**config.mk**
```make
export PLATFORM = sky130hd
export DESIGN_NAME = resource_table_service_arbiter
export DESIGN_NICKNAME = d
export VERILOG_FILES = /design/src/rtl/dispatcher_pkg.sv /design/src/rtl/rr_priority_picker.sv /design/src/rtl/resource_table_service_arbiter.sv
export SDC_FILE = /design/constraint.sdc
export NUM_CORES = 1
export LEC_CHECK = 0
export CORE_UTILIZATION = 30
export CTS_CLUSTER_SIZE = 24
export DETAILED_ROUTE_END_ITERATION = 6
export DONT_BUFFER_PORTS = 1
export PLACE_DENSITY = 0.55
export SYNTH_ARGS = -nofsm -noshare
export SYNTH_HDL_FRONTEND = slang
export SYNTH_SLANG_ARGS = --single-unit
```
**constraint.sdc**
```tcl
create_clock -name clk -period 5.2 [get_ports clk]
set_input_delay 1.3 -clock clk [delete_from_list [all_inputs] [get_ports clk]]
set_output_delay 1.3 -clock clk [all_outputs]
set_load 0.005 [all_outputs]
```
**src/rtl/dispatcher_pkg.sv**
```systemverilog
// Shared dispatcher definitions: table sizing defaults
// and the service-arbiter FSM state encoding.
package dispatcher_pkg;

  localparam int RES_ID_WIDTH         = 10;
  localparam int RES_TABLE_ADDR_WIDTH = 3;
  localparam int NUMBER_RES_TABLES    = 8;

  typedef enum logic [1:0] {
    ST_IDLE    = 2'd0,
    ST_GRANT   = 2'd1,
    ST_CAPTURE = 2'd2,
    ST_OFFER   = 2'd3
  } svc_state_t;

endpackage

```
**src/rtl/rr_priority_picker.sv**
```systemverilog
// Round-robin picker: rotate requests so rr_ptr is bit 0,
// take the lowest set bit, rotate the result back.
module rr_priority_picker
  import dispatcher_pkg::*;
#(
  parameter int N  = NUMBER_RES_TABLES,
  parameter int AW = RES_TABLE_ADDR_WIDTH
) (
  input  logic [N-1:0]  req,
  input  logic [AW-1:0] ptr,
  output logic [N-1:0]  grant,
  output logic [AW-1:0] index,
  output logic          any
);

  logic [N-1:0]  rot;
  logic [AW-1:0] off;

  // rotate so the search starts at ptr; N == 2**AW so the add wraps
  always_comb begin
    rot = '0;
    for (int i = 0; i < N; i++) begin
      rot[i] = req[ptr + AW'(i)];
    end
  end

  // lowest set bit of the rotated vector wins
  always_comb begin
    off = '0;
    for (int i = N - 1; i >= 0; i--) begin
      if (rot[i]) off = AW'(i);
    end
  end

  assign any   = |req;
  assign index = ptr + off;
  assign grant = any ? (N'(1) << index) : '0;

endmodule

```
**src/rtl/resource_table_service_arbiter.sv**
```systemverilog
// Round-robin service scheduler for the resource-update
// buffer's shared output mux; hands results to the allocator.
module resource_table_service_arbiter
  import dispatcher_pkg::*;
#(
  parameter int RES_ID_WIDTH_P         = RES_ID_WIDTH,
  parameter int RES_TABLE_ADDR_WIDTH_P = RES_TABLE_ADDR_WIDTH,
  parameter int NUMBER_RES_TABLES_P    = NUMBER_RES_TABLES
) (
  input  logic                              clk,
  input  logic                              rst_n,
  input  logic [NUMBER_RES_TABLES_P-1:0]    res_table_waiting,
  output logic [NUMBER_RES_TABLES_P-1:0]    serviced_table,
  input  logic [RES_ID_WIDTH_P:0]           buf_size,
  input  logic [RES_ID_WIDTH_P-1:0]         buf_addr,
  input  logic                              svc_enable,
  output logic                              svc_valid,
  input  logic                              svc_ready,
  output logic [RES_TABLE_ADDR_WIDTH_P-1:0] svc_table_id,
  output logic [RES_ID_WIDTH_P:0]           svc_size,
  output logic [RES_ID_WIDTH_P-1:0]         svc_addr,
  output logic                              svc_busy
);

  localparam int N  = NUMBER_RES_TABLES_P;
  localparam int AW = RES_TABLE_ADDR_WIDTH_P;

  svc_state_t    state;
  logic [AW-1:0] rr_ptr;
  logic [N-1:0]  pick_grant;
  logic [AW-1:0] pick_index;
  logic          pick_any;

  rr_priority_picker #(
    .N  (N),
    .AW (AW)
  ) u_picker (
    .req   (res_table_waiting),
    .ptr   (rr_ptr),
    .grant (pick_grant),
    .index (pick_index),
    .any   (pick_any)
  );

  // service FSM; every output is a register so the strobe
  // and the allocator handshake are glitch-free
  always_ff @(posedge clk or negedge rst_n) begin
    if (!rst_n) begin
      state          <= ST_IDLE;
      rr_ptr         <= '0;
      serviced_table <= '0;
      svc_valid      <= 1'b0;
      svc_table_id   <= '0;
      svc_size       <= '0;
      svc_addr       <= '0;
      svc_busy       <= 1'b0;
    end else begin
      unique case (state)
        ST_IDLE: begin
          if (svc_enable && pick_any) begin
            serviced_table <= pick_grant;
            svc_table_id   <= pick_index;
            svc_busy       <= 1'b1;
            state          <= ST_GRANT;
          end
        end
        ST_GRANT: begin
          serviced_table <= '0;
          rr_ptr         <= svc_table_id + 1'b1;
          state          <= ST_CAPTURE;
        end
        ST_CAPTURE: begin
          svc_size  <= buf_size;
          svc_addr  <= buf_addr;
          svc_valid <= 1'b1;
          state     <= ST_OFFER;
        end
        ST_OFFER: begin
          if (svc_ready) begin
            svc_valid <= 1'b0;
            svc_busy  <= 1'b0;
            state     <= ST_IDLE;
          end
        end
        default: begin
          state <= ST_IDLE;
        end
      endcase
    end
  end

endmodule

```
==> impl_metrics.py, run 1 <==
metrics = {
    "synth": {
        "syn-num-nets": 259,
        "synth_top_area_cell": "dfrtp_1",
        "synthFlopType": "dfrtp_1",
        "async_flop_share_pct": 100,
        "seq_area_frac_synth_pct": 39.8,
        "synth_top_area_share_pct": 39.8,
        "synth-edff-count": 0,
        "syn_inst": 217,
        "ys_top_cells_by_area": "dfrtp_1 (40%), mux2_2 (11%), mux4_1 (5.4%)",
        "postSynthAreaPerCell_um2": 11.3,
        "ys_warn_count": 0,
        "synth_seq_cells": 39,
        "netlist_area_mm2": 0.00245,
        "synth.distinct_cells": 44,
    },
    "power_and_ir_drop": {
        "p_seq_share_pct": 30.6,
        "ir_drop_v": 0.000280,
        "p_clk_share_pct": 15.4,
        "pwr_density_cell_mw_per_mm2": 722,
        "leakagePower_uw": 0.00112,
        "p_int_uw": 1150,
        "p_comb_share_pct": 54.1,
        "switchingPower_uw": 779,
        "p_sw_share_pct": 40.4,
    },
    "clock_network": {
        "tritoncts": "built",
        "cts_hold_buffers": 0,
        "cts_inserted_buffers": 5,
        "cts_setup_buffers": 0,
        "root_buffer": "clkbuf_8",
        "max-clock-path-buffers": 2,
        "clk_latency_ns": 0.28,
        "postCtsResizedCells": 0,
        "htreeDepth": 2,
        "clkTransAtPathRegs_ns": 0.08,
        "cts_sinks": 39,
    },
    "cells_and_area": {
        "diodes": 0,
        "nNetsFinal": 257,
        "drive_above_1_share_pct": 23.6,
        "post-route-util_pct": 34.1,
        "areaGrowthSynthToFinish_pct": 8.56,
    },
    "floorplanning": {
        "io_pins": 67,
        "die_x_um": 92.5,
        "coreArea_mm2": 0.00781,
        "start_util_pct": 31.4,
        "dieArea_mm2": 0.00855,
        "die_y_um": 92.5,
        "fp-row-count": 32,
    },
    "global_routing": {
        "grt_pass1_vias": 1825,
        "grt_overflow": 0,
        "grt_pass1_wl_mm": 8.78,
        "grt_start_max_net_pins": 40,
        "grt_usage_pct": 12.8,
        "antenna_found_initial": 0,
    },
    "worst_setup_path": {
        "required_ns": 5.42,
        "startpoint_type": "flip-flop",
        "arrival_ns": 4.75,
        "critPathCaptureType": "flip-flop",
        "cp_max_fo": 11,
        "r2r_cells": 14,
        "reg2reg_slack_ns": 0.67,
        "path_class": "reg2reg",
    },
    "sta": {
        "worst_slew_pin_slew_ns": 0.962,
        "timing.final.ws_setup_ns": 0.673,
        "skew_ns": 0.00349,
        "finalMaxSlewViolations": 0,
        "max_freq_mhz": 221,
        "final.period_utilization_pct": 87.1,
        "hold_viol": 0,
        "setup_tns_ns": 0,
        "report.final.setup_viol": 0,
        "period_minus_slack_ns": 4.53,
        "rsz0062_at_grt": "no",
        "max_slew_margin_pct": 35.3,
    },
    "route": {
        "vias": 1701,
        "postRouteAntennaNets": 0,
        "drt_iter0_markers": 82,
        "wl_per_cell_um": 16.0,
        "viasPerCell": 5.35,
        "drc": 0,
        "drt_wl_total_mm": 5.07,
        "drtPass1Iterations": 4,
    },
    "placed_design": {
        "gp_congestion": 0.796,
        "portBuffers": 0,
        "hpwlAfterDp_mm": 3.68,
        "post-place-ws_ns": 0.685,
    },
    "flow_run": {
        "drv_cap": 0,
    },
    "min_path": {
        "hold_path_class": "reg2reg",
        "whs_path_depth": 1,
    },
    "status": {
        "status": "complete, no violations",
    },
}
==> state kept, by name, indices dropped and copies added, names as in the netlist <==
| signal | flops |
|---|---|
| rr_ptr | 3 |
| serviced_table | 8 |
| state | 2 |
| svc_addr | 10 |
| svc_busy | 1 |
| svc_size | 11 |
| svc_table_id | 3 |
| svc_valid | 1 |
==> power groups by stage <==
| stage | sequential, uW | clock, uW | combinational, uW |
|---|---|---|---|
| global route | 615 | 321 | 1170 |
| finish | 589 | 296 | 1040 |
| global placement | 599 | 0 | 1030 |
| detailed placement | 595 | 0 | 1050 |
| floorplan | 539 | 0 | 924 |
| CTS | 595 | 308 | 1050 |
==> placed cells by master, fill, tap and decap left out, drive strengths merged, types with 2 or more instances in the layout <==
cell,synthesis,routed
nor4,2,2
clkbuf,4,6
o31a,2,2
nor2b,2,2
inv,10,10
bufinv,0,2
dfrtp,39,39
nor2,13,13
o31ai,2,2
or3b,4,4
a21oi,8,8
ha,8,8
mux4,10,10
a21boi,2,2
mux2,27,27
nor3,3,3
o22ai,2,2
or4b,2,2
nand3,16,16
xnor2,4,4
xor2,3,3
o21ai,13,13
nand2,18,18
mux2i,3,3
==> critical path: stages (launching register included) <==
cell and delay, ns:
dfrtp_1 0.60, inv_1 0.20, ha_1 0.51, mux2_4 0.35, mux4_1 0.56, o21ai_0 0.20, a21oi_1 0.09, o22a_1 0.19
ha_1 0.17, inv_1 0.06, fa_1 0.47, or4b_2 0.71, nor2_1 0.16, o21ai_0 0.10, nand3_1 0.10
==> cell families (layout without fill, tap and decap cells) <==
family                     Yosys count  count (layout)  synth area share, %
and+or+nand+nor                     64              64                 13.4
muxes                               40              40                 24.2
DFF                                 39              39                 39.8
AOI/OAI and AO/OA                   38              38                 11.5
buffers and inverters               20              19                 3.87
adders and majority gates            9               9                 4.89
xor gates and xnor gates             7               7                 2.50
==> layout make-up <==
type / instances / area [um2]
clock inverter: 2 / 60.1
clock buffer: 6 / 72.6
timing repair buffer: 1 / 7.51
tap: 102 / 128
multi-input combinational: 158 / 1380
inverter: 10 / 37.5
fill: 791 / 5140
sequential: 39 / 976
==> worst paths after layout <==
kind | from | to
hold / removal | svc_table_id[0]$_DFFE_PN0P_ | rr_ptr[0]$_DFFE_PN0P_
setup reg to reg | rr_ptr[1]$_DFFE_PN0P_ | serviced_table[3]$_DFFE_PN0P_
max in group asynchronous | rst_n | svc_table_id[1]$_DFFE_PN0P_
min in group asynchronous | rst_n | svc_size[4]$_DFFE_PN0P_
hold reg to reg | svc_table_id[0]$_DFFE_PN0P_ | rr_ptr[0]$_DFFE_PN0P_
setup / recovery | rr_ptr[1]$_DFFE_PN0P_ | serviced_table[3]$_DFFE_PN0P_
==> synth_stat cells (3+ instances only) <==
library cell	n
clkbuf_1	4
buf_2	4
a21oi_1	7
xnor2_1	4
mux2_4	4
xor2_1	3
o21ai_0	13
mux4_2	5
ha_1	8
mux2i_1	3
or3b_2	4
inv_1	10
nand2_1	18
nor2_1	13
mux4_1	5
dfrtp_1	39
mux2_2	23
nand3_1	16
==> stage by stage <==
step / power [uW] / cell area (um2) / hold WS (ns) / std cells
global route: 2110 / 2670 / 0.557 / 318
detailed placement: 1640 / 2530 / 0.523 / 310
floorplan: 1460 / 2450 / 0.473 / 217
finish: 1930 / 2670 / 0.533 / 318
global placement: 1630 / 2530 / 0.524 / 310
CTS: 1950 / 2670 / 0.545 / 318
==> layer usage <==
layer  track usage [%]  vias up  wire, um
li1                  -      796         -
met3              4.68        7       419
met4              4.04        0        68
met5                 0        -         0
met2              21.8       62      2470
met1              15.0      836      2110
Note: power is estimated with default switching activity, not from simulation.
==> run 2: changes to the inputs <==
--- a/config.mk
+++ b/config.mk
@@ -5,11 +5,11 @@
 export SDC_FILE = /design/constraint.sdc
 export NUM_CORES = 1
 export LEC_CHECK = 0
-export CORE_UTILIZATION = 30
+export CORE_UTILIZATION = 46
 export CTS_CLUSTER_SIZE = 24
 export DETAILED_ROUTE_END_ITERATION = 6
 export DONT_BUFFER_PORTS = 1
-export PLACE_DENSITY = 0.55
+export PLACE_DENSITY = 0.72
 export SYNTH_ARGS = -nofsm -noshare
 export SYNTH_HDL_FRONTEND = slang
 export SYNTH_SLANG_ARGS = --single-unit
==> run 2 against run 1 <==
Against the previous run: via count decreased by 2.4%; first-iteration DRC count increased by 48%; setup slack better by 0.052 ns; clock power fell by 29%; combinational power about the same; sequential power hardly changed; die area down 34%; final cell count decreased by 10%; hold slack worse by 0.013 ns; non-clock buffer count did not move; critical endpoint unchanged; largest cell class unchanged; highest routed layer unchanged.
==> impl_metrics.py, run 2 (same netlist as run 1, synthesis figures left out) <==
metrics = {
    "status": {
        "status": "complete, no violations",
    },
    "global_routing": {
        "grt_pass1_wl_mm": 7.61,
        "grt_overflow": 0,
        "grt_usage_pct": 17.9,
        "antenna_found_initial": 0,
        "grt_start_max_net_pins": 40,
        "grt_pass1_vias": 1727,
    },
    "power_and_ir_drop": {
        "ir_drop_v": 0.000338,
        "pwr_density_cell_mw_per_mm2": 708,
        "p_clk_share_pct": 11.5,
        "p_int_uw": 1060,
        "totalPowerFinal_uw": 1830,
        "leakagePower_uw": 0.00110,
        "switchingPower_uw": 767,
        "p_comb_share_pct": 56.4,
        "p_sw_share_pct": 41.9,
        "p_seq_share_pct": 32.0,
    },
    "clock_network": {
        "cts_sinks": 39,
        "tritoncts": "built",
        "htreeDepth": 2,
        "cts_setup_buffers": 0,
        "clkTransAtPathRegs_ns": 0.08,
        "postCtsResizedCells": 0,
        "root_buffer": "clkbuf_8",
        "max-clock-path-buffers": 2,
        "cts_inserted_buffers": 5,
        "cts_hold_buffers": 0,
        "clk_latency_ns": 0.29,
    },
    "min_path": {
        "hold_path_class": "reg2reg",
    },
    "worst_setup_path": {
        "arrival_ns": 4.70,
        "critPathBufInv": 1,
        "critical_path.slowest_cell": "or4b_2",
        "path_class": "reg2reg",
        "critPathMostFrequentCell": "nand3_1",
        "critPathCaptureType": "flip-flop",
        "cp_max_fo": 11,
        "crit_family": "simple AND/OR/NAND/NOR gates",
        "required_ns": 5.43,
        "critical_path.cell_chain": "inv_1 > ha_1 > mux2_4 > mux4_2 > or2_0 > o22ai_1 > a21oi_1 > fa_1 > or4b_2 > nor2_1 > nand3_1 > nand3_1",
        "startpoint_type": "flip-flop",
        "critPathMaxStageDelay_ns": 0.71,
        "reg2reg_slack_ns": 0.72,
    },
    "route": {
        "dr_wl_met3_um": 367,
        "drtPass1Iterations": 4,
        "drc": 0,
        "drt_iter0_markers": 121,
        "top_layer_used": "met4",
        "postRouteAntennaNets": 0,
        "dr_wl_met2_mm": 2.24,
        "wl_met1_mm": 1.98,
        "wl_per_cell_um": 16.3,
        "viasPerCell": 5.81,
        "vias": 1661,
        "drt_wl_total_mm": 4.67,
    },
    "cells_and_area": {
        "areaGrowthSynthToFinish_pct": 5.40,
        "drive_above_1_share_pct": 23.6,
        "layout_common_cells": "dfrtp_1 (39), mux2_2 (23), nand2_1 (18)",
        "regMostFlops": "svc_size",
        "num-fill-cells": 480,
        "largest_reg_flops": 11,
        "layout_commonest_cell": "dfrtp_1",
        "nNetsFinal": 257,
        "reg_top3": "svc_size: 11 flops, svc_addr: 10 flops, serviced_table: 8 flops",
        "diodes": 0,
    },
    "sta": {
        "period_minus_slack_ns": 4.48,
        "hold_viol": 0,
        "finalMaxSlewViolations": 0,
        "rsz0062_at_grt": "no",
        "worst_slew_pin_slew_ns": 0.950,
        "setup_tns_ns": 0,
        "skew_ns": 0.00834,
        "timing.final.ws_setup_ns": 0.725,
        "max_freq_mhz": 223,
        "max_slew_margin_pct": 36.1,
        "final.period_utilization_pct": 86.1,
        "report.final.setup_viol": 0,
    },
    "floorplanning": {
        "fp-row-count": 26,
        "dieArea_mm2": 0.00563,
        "die_x_um": 75.1,
        "start_util_pct": 48.1,
        "die_y_um": 75.1,
        "io_pins": 67,
        "coreArea_mm2": 0.00511,
    },
    "placed_design": {
        "hpwlAfterDp_mm": 3.38,
        "post-place-ws_ns": 0.719,
        "gp_congestion": 0.869,
        "portBuffers": 0,
    },
    "flow_run": {
        "drv_cap": 0,
    },
}
-- run 2: per-stage QoR --
step           instances  util (%)  hold slack, ns  instance area, um2
3_5_place_dp         278      48.8           0.517                2490
3_3_place_gp         278      48.8           0.520                2490
6_report             286      50.7           0.521                2590
5_1_grt              286      50.7           0.555                2590
2_1_floorplan        217         -           0.473                2450
4_1_cts              286      50.7           0.538                2590
-- run 2: final timing paths --
path                                                from                       endpoint  depth (start not counted)
max                                rr_ptr[1]$_DFFE_PN0P_  serviced_table[3]$_DFFE_PN0P_                         12
min                        serviced_table[7]$_DFFE_PN0P_  serviced_table[7]$_DFFE_PN0P_                          2
max reg2reg                        rr_ptr[1]$_DFFE_PN0P_  serviced_table[3]$_DFFE_PN0P_                         12
min reg2reg                serviced_table[7]$_DFFE_PN0P_  serviced_table[7]$_DFFE_PN0P_                          2
max in group asynchronous                          rst_n        svc_addr[5]$_DFFE_PN0P_                          0
min in group asynchronous                          rst_n          rr_ptr[2]$_DFFE_PN0P_                          0
-- run 2: metal layers --
| layer | up-vias | global-route usage [%] |
|---|---|---|
| met3 | 6 | 5.09 |
| met5 | - | 0 |
| li1 | 788 | - |
| met4 | 0 | 6.29 |
| met2 | 63 | 30.6 |
| met1 | 804 | 21.7 |
-- run 2: power groups by stage --
stage / registers [uW] / logic [uW] / clock network, uW
2_1_floorplan: 539 / 924 / 0
3_3_place_gp: 591 / 1010 / 0
3_5_place_dp: 592 / 1040 / 0
4_1_cts: 590 / 1040 / 221
5_1_grt: 607 / 1150 / 232
6_report: 587 / 1030 / 211
-- run 2: cell type report --
class	instances	area [um2]	area share [%]
multi-input combinational	158	1380	53.5
sequential	39	976	37.7
tap	70	87.6	3.38
clock buffer	7	86.3	3.34
inverter	10	37.5	1.45
clock inverter	1	8.76	0.338
timing repair buffer	1	7.51	0.290
-- run 2: worst reg2reg max path, cell delays in order, from the launching register on --
cell and delay [ns]:
dfrtp_1 0.60, inv_1 0.17, ha_1 0.52, mux2_4 0.37
mux4_2 0.45, or2_0 0.36, o22ai_1 0.23, a21oi_1 0.11
fa_1 0.54, or4b_2 0.71, nor2_1 0.16, nand3_1 0.10
nand3_1 0.12
==> run 3: changes to the inputs <==
--- a/config.mk
+++ b/config.mk
@@ -8,8 +8,8 @@
 export CORE_UTILIZATION = 46
 export CTS_CLUSTER_SIZE = 24
 export DETAILED_ROUTE_END_ITERATION = 6
-export DONT_BUFFER_PORTS = 1
-export PLACE_DENSITY = 0.72
+export PLACE_DENSITY = 0.88
+export SLEW_MARGIN = 20
 export SYNTH_ARGS = -nofsm -noshare
 export SYNTH_HDL_FRONTEND = slang
 export SYNTH_SLANG_ARGS = --single-unit
==> run 3 against run 2 <==
Against the previous run: hold slack lost 0.037 ns; setup slack worse by 0.30 ns; critical path depth is 2 higher; sequential cell count is the same; sequential power down 5.5%; count of clock-buffer cells in the layout is the same; critical endpoint is now serviced_table[7]$_DFFE_PN0P_; combinational power is 31% higher; global-route usage grew 2.9 points; clock power decreased by 7%; final cell count rose by 23%; design area rose by 25%.
==> impl_metrics.py, run 3 (same netlist as run 1, synthesis figures left out) <==
metrics = {
    "min_path": {
        "hold_path_class": "reg2reg",
    },
    "worst_setup_path": {
        "required_ns": 5.43,
        "critical_path.cell_chain": "clkdlybuf4s50_1 > mux4_1 > mux2_2 > o31a_1 > o21bai_1 > a21oi_1 > o22a_1 > ha_1 > inv_1 > fa_1 > or4b_2 > nor2_1 > nand3_1 > nand3_1",
        "critPathMostFrequentCell": "nand3_1",
        "critPathBufInv": 2,
        "critPathCaptureType": "flip-flop",
        "arrival_ns": 5.00,
        "cp_max_fo": 6,
        "critPathMaxStageDelay_ns": 0.72,
        "path_class": "in2reg",
        "critical_path.slowest_cell": "or4b_2",
        "crit_family": "simple AND/OR/NAND/NOR gates",
        "startpoint_type": "primary input",
    },
    "clock_network": {
        "cts_inserted_buffers": 5,
        "cts_sinks": 39,
        "cts_setup_buffers": 0,
        "htreeDepth": 2,
        "cts_hold_buffers": 0,
        "max-clock-path-buffers": 2,
        "root_buffer": "clkbuf_8",
        "tritoncts": "built",
        "clkTransAtPathRegs_ns": 0.07,
        "clk_latency_ns": 0.29,
        "postCtsResizedCells": 0,
    },
    "cells_and_area": {
        "layout_commonest_cell": "clkdlybuf4s50_1",
        "diodes": 0,
        "regMostFlops": "svc_size",
        "largest_reg_flops": 11,
        "reg_top3": "svc_size: 11 flops, svc_addr: 10 flops, serviced_table: 8 flops",
        "nNetsFinal": 324,
        "drive_above_1_share_pct": 18.4,
        "areaGrowthSynthToFinish_pct": 31.9,
        "layout_common_cells": "clkdlybuf4s50_1 (65), dfrtp_1 (39), mux2_2 (23)",
        "post-route-util_pct": 63.4,
        "design_area_mm2": 0.00324,
    },
    "floorplanning": {
        "start_util_pct": 48.1,
        "fp-row-count": 26,
        "coreArea_mm2": 0.00511,
        "dieArea_mm2": 0.00563,
        "die_x_um": 75.1,
        "io_pins": 67,
        "die_y_um": 75.1,
    },
    "global_routing": {
        "antenna_found_initial": 0,
        "grt_pass1_vias": 2036,
        "grt_start_max_net_pins": 40,
        "grt_pass1_wl_mm": 8.77,
        "grt_overflow": 0,
        "grt_usage_pct": 20.8,
    },
    "placed_design": {
        "portBuffers": 66,
        "hpwlAfterDp_mm": 4.16,
        "post-place-ws_ns": 0.141,
        "dpl-instance-area_mm2": 0.00316,
        "gp_congestion": 0.855,
    },
    "route": {
        "dr_wl_met3_um": 466,
        "dr_wl_met2_mm": 2.80,
        "drt_wl_total_mm": 5.48,
        "viasPerCell": 5.60,
        "drt_iter0_markers": 137,
        "wl_met1_mm": 2.13,
        "drc": 0,
        "vias": 1976,
        "drtPass1Iterations": 4,
        "wl_per_cell_um": 15.5,
        "postRouteAntennaNets": 0,
        "top_layer_used": "met4",
    },
    "sta": {
        "report.final.setup_viol": 0,
        "timing.final.ws_setup_ns": 0.426,
        "holdWs_ns": 0.483,
        "finalMaxSlewViolations": 0,
        "final.period_utilization_pct": 91.8,
        "worst_slew_pin_slew_ns": 0.977,
        "max_freq_mhz": 209,
        "period_minus_slack_ns": 4.77,
        "skew_ns": 0.00425,
        "rsz0062_at_grt": "no",
        "hold_viol": 0,
        "setup_tns_ns": 0,
        "max_slew_margin_pct": 34.9,
    },
    "power_and_ir_drop": {
        "leakagePower_uw": 0.00135,
        "ir_drop_v": 0.000355,
        "pwr_density_cell_mw_per_mm2": 650,
    },
    "status": {
        "status": "complete, no violations",
    },
    "flow_run": {
        "drv_cap": 0,
    },
}
==> run 3: where the power goes <==
| group | total, uW | internal [uW] | switching [uW] |
|---|---|---|---|
| combinational | 1350 | 729 | 624 |
| sequential | 555 | 446 | 109 |
| clock | 196 | 94.1 | 102 |
==> run 3: path summary, 6_finish.rpt <==
| kind | from | end | slack [ns] | depth (start not counted) |
|---|---|---|---|---|
| min | serviced_table[3]$_DFFE_PN0P_ | serviced_table[3]$_DFFE_PN0P_ | 0.48 | 2 |
| min in group asynchronous | rst_n | svc_size[3]$_DFFE_PN0P_ | 1.12 | 1 |
| max reg2reg | rr_ptr[1]$_DFFE_PN0P_ | serviced_table[7]$_DFFE_PN0P_ | 0.67 | 14 |
| max | res_table_waiting[2] | serviced_table[7]$_DFFE_PN0P_ | 0.43 | 14 |
| max in group asynchronous | rst_n | rr_ptr[2]$_DFFE_PN0P_ | 3.55 | 1 |
| min reg2reg | serviced_table[3]$_DFFE_PN0P_ | serviced_table[3]$_DFFE_PN0P_ | 0.48 | 2 |
==> run 3: per-stage QoR <==
stage,cells,power (uW)
2_1_floorplan,217,1460
3_3_place_gp,345,1850
3_5_place_dp,345,1910
4_1_cts,353,2110
5_1_grt,353,2260
6_report,353,2100
==> run 3: cell type report <==
| class | count | area [um2] |
|---|---|---|
| sequential | 39 | 976 |
| clock inverter | 1 | 5.00 |
| tap | 70 | 87.6 |
| multi-input combinational | 158 | 1380 |
| timing repair buffer | 68 | 671 |
| inverter | 10 | 37.5 |
| clock buffer | 7 | 76.3 |
| fill | 419 | 1870 |
==> run 3: layer usage <==
metal	vias to the layer above	track usage, %
met5	-	0
met2	86	37.7
met4	0	5.87
met3	12	7.36
li1	929	-
met1	949	23.0
==> run 3: worst min-delay path, cell delays in order, from the launching register on <==
cell,delay [ns]
dfrtp_1,0.35
nand2_1,0.05
nand3_1,0.06
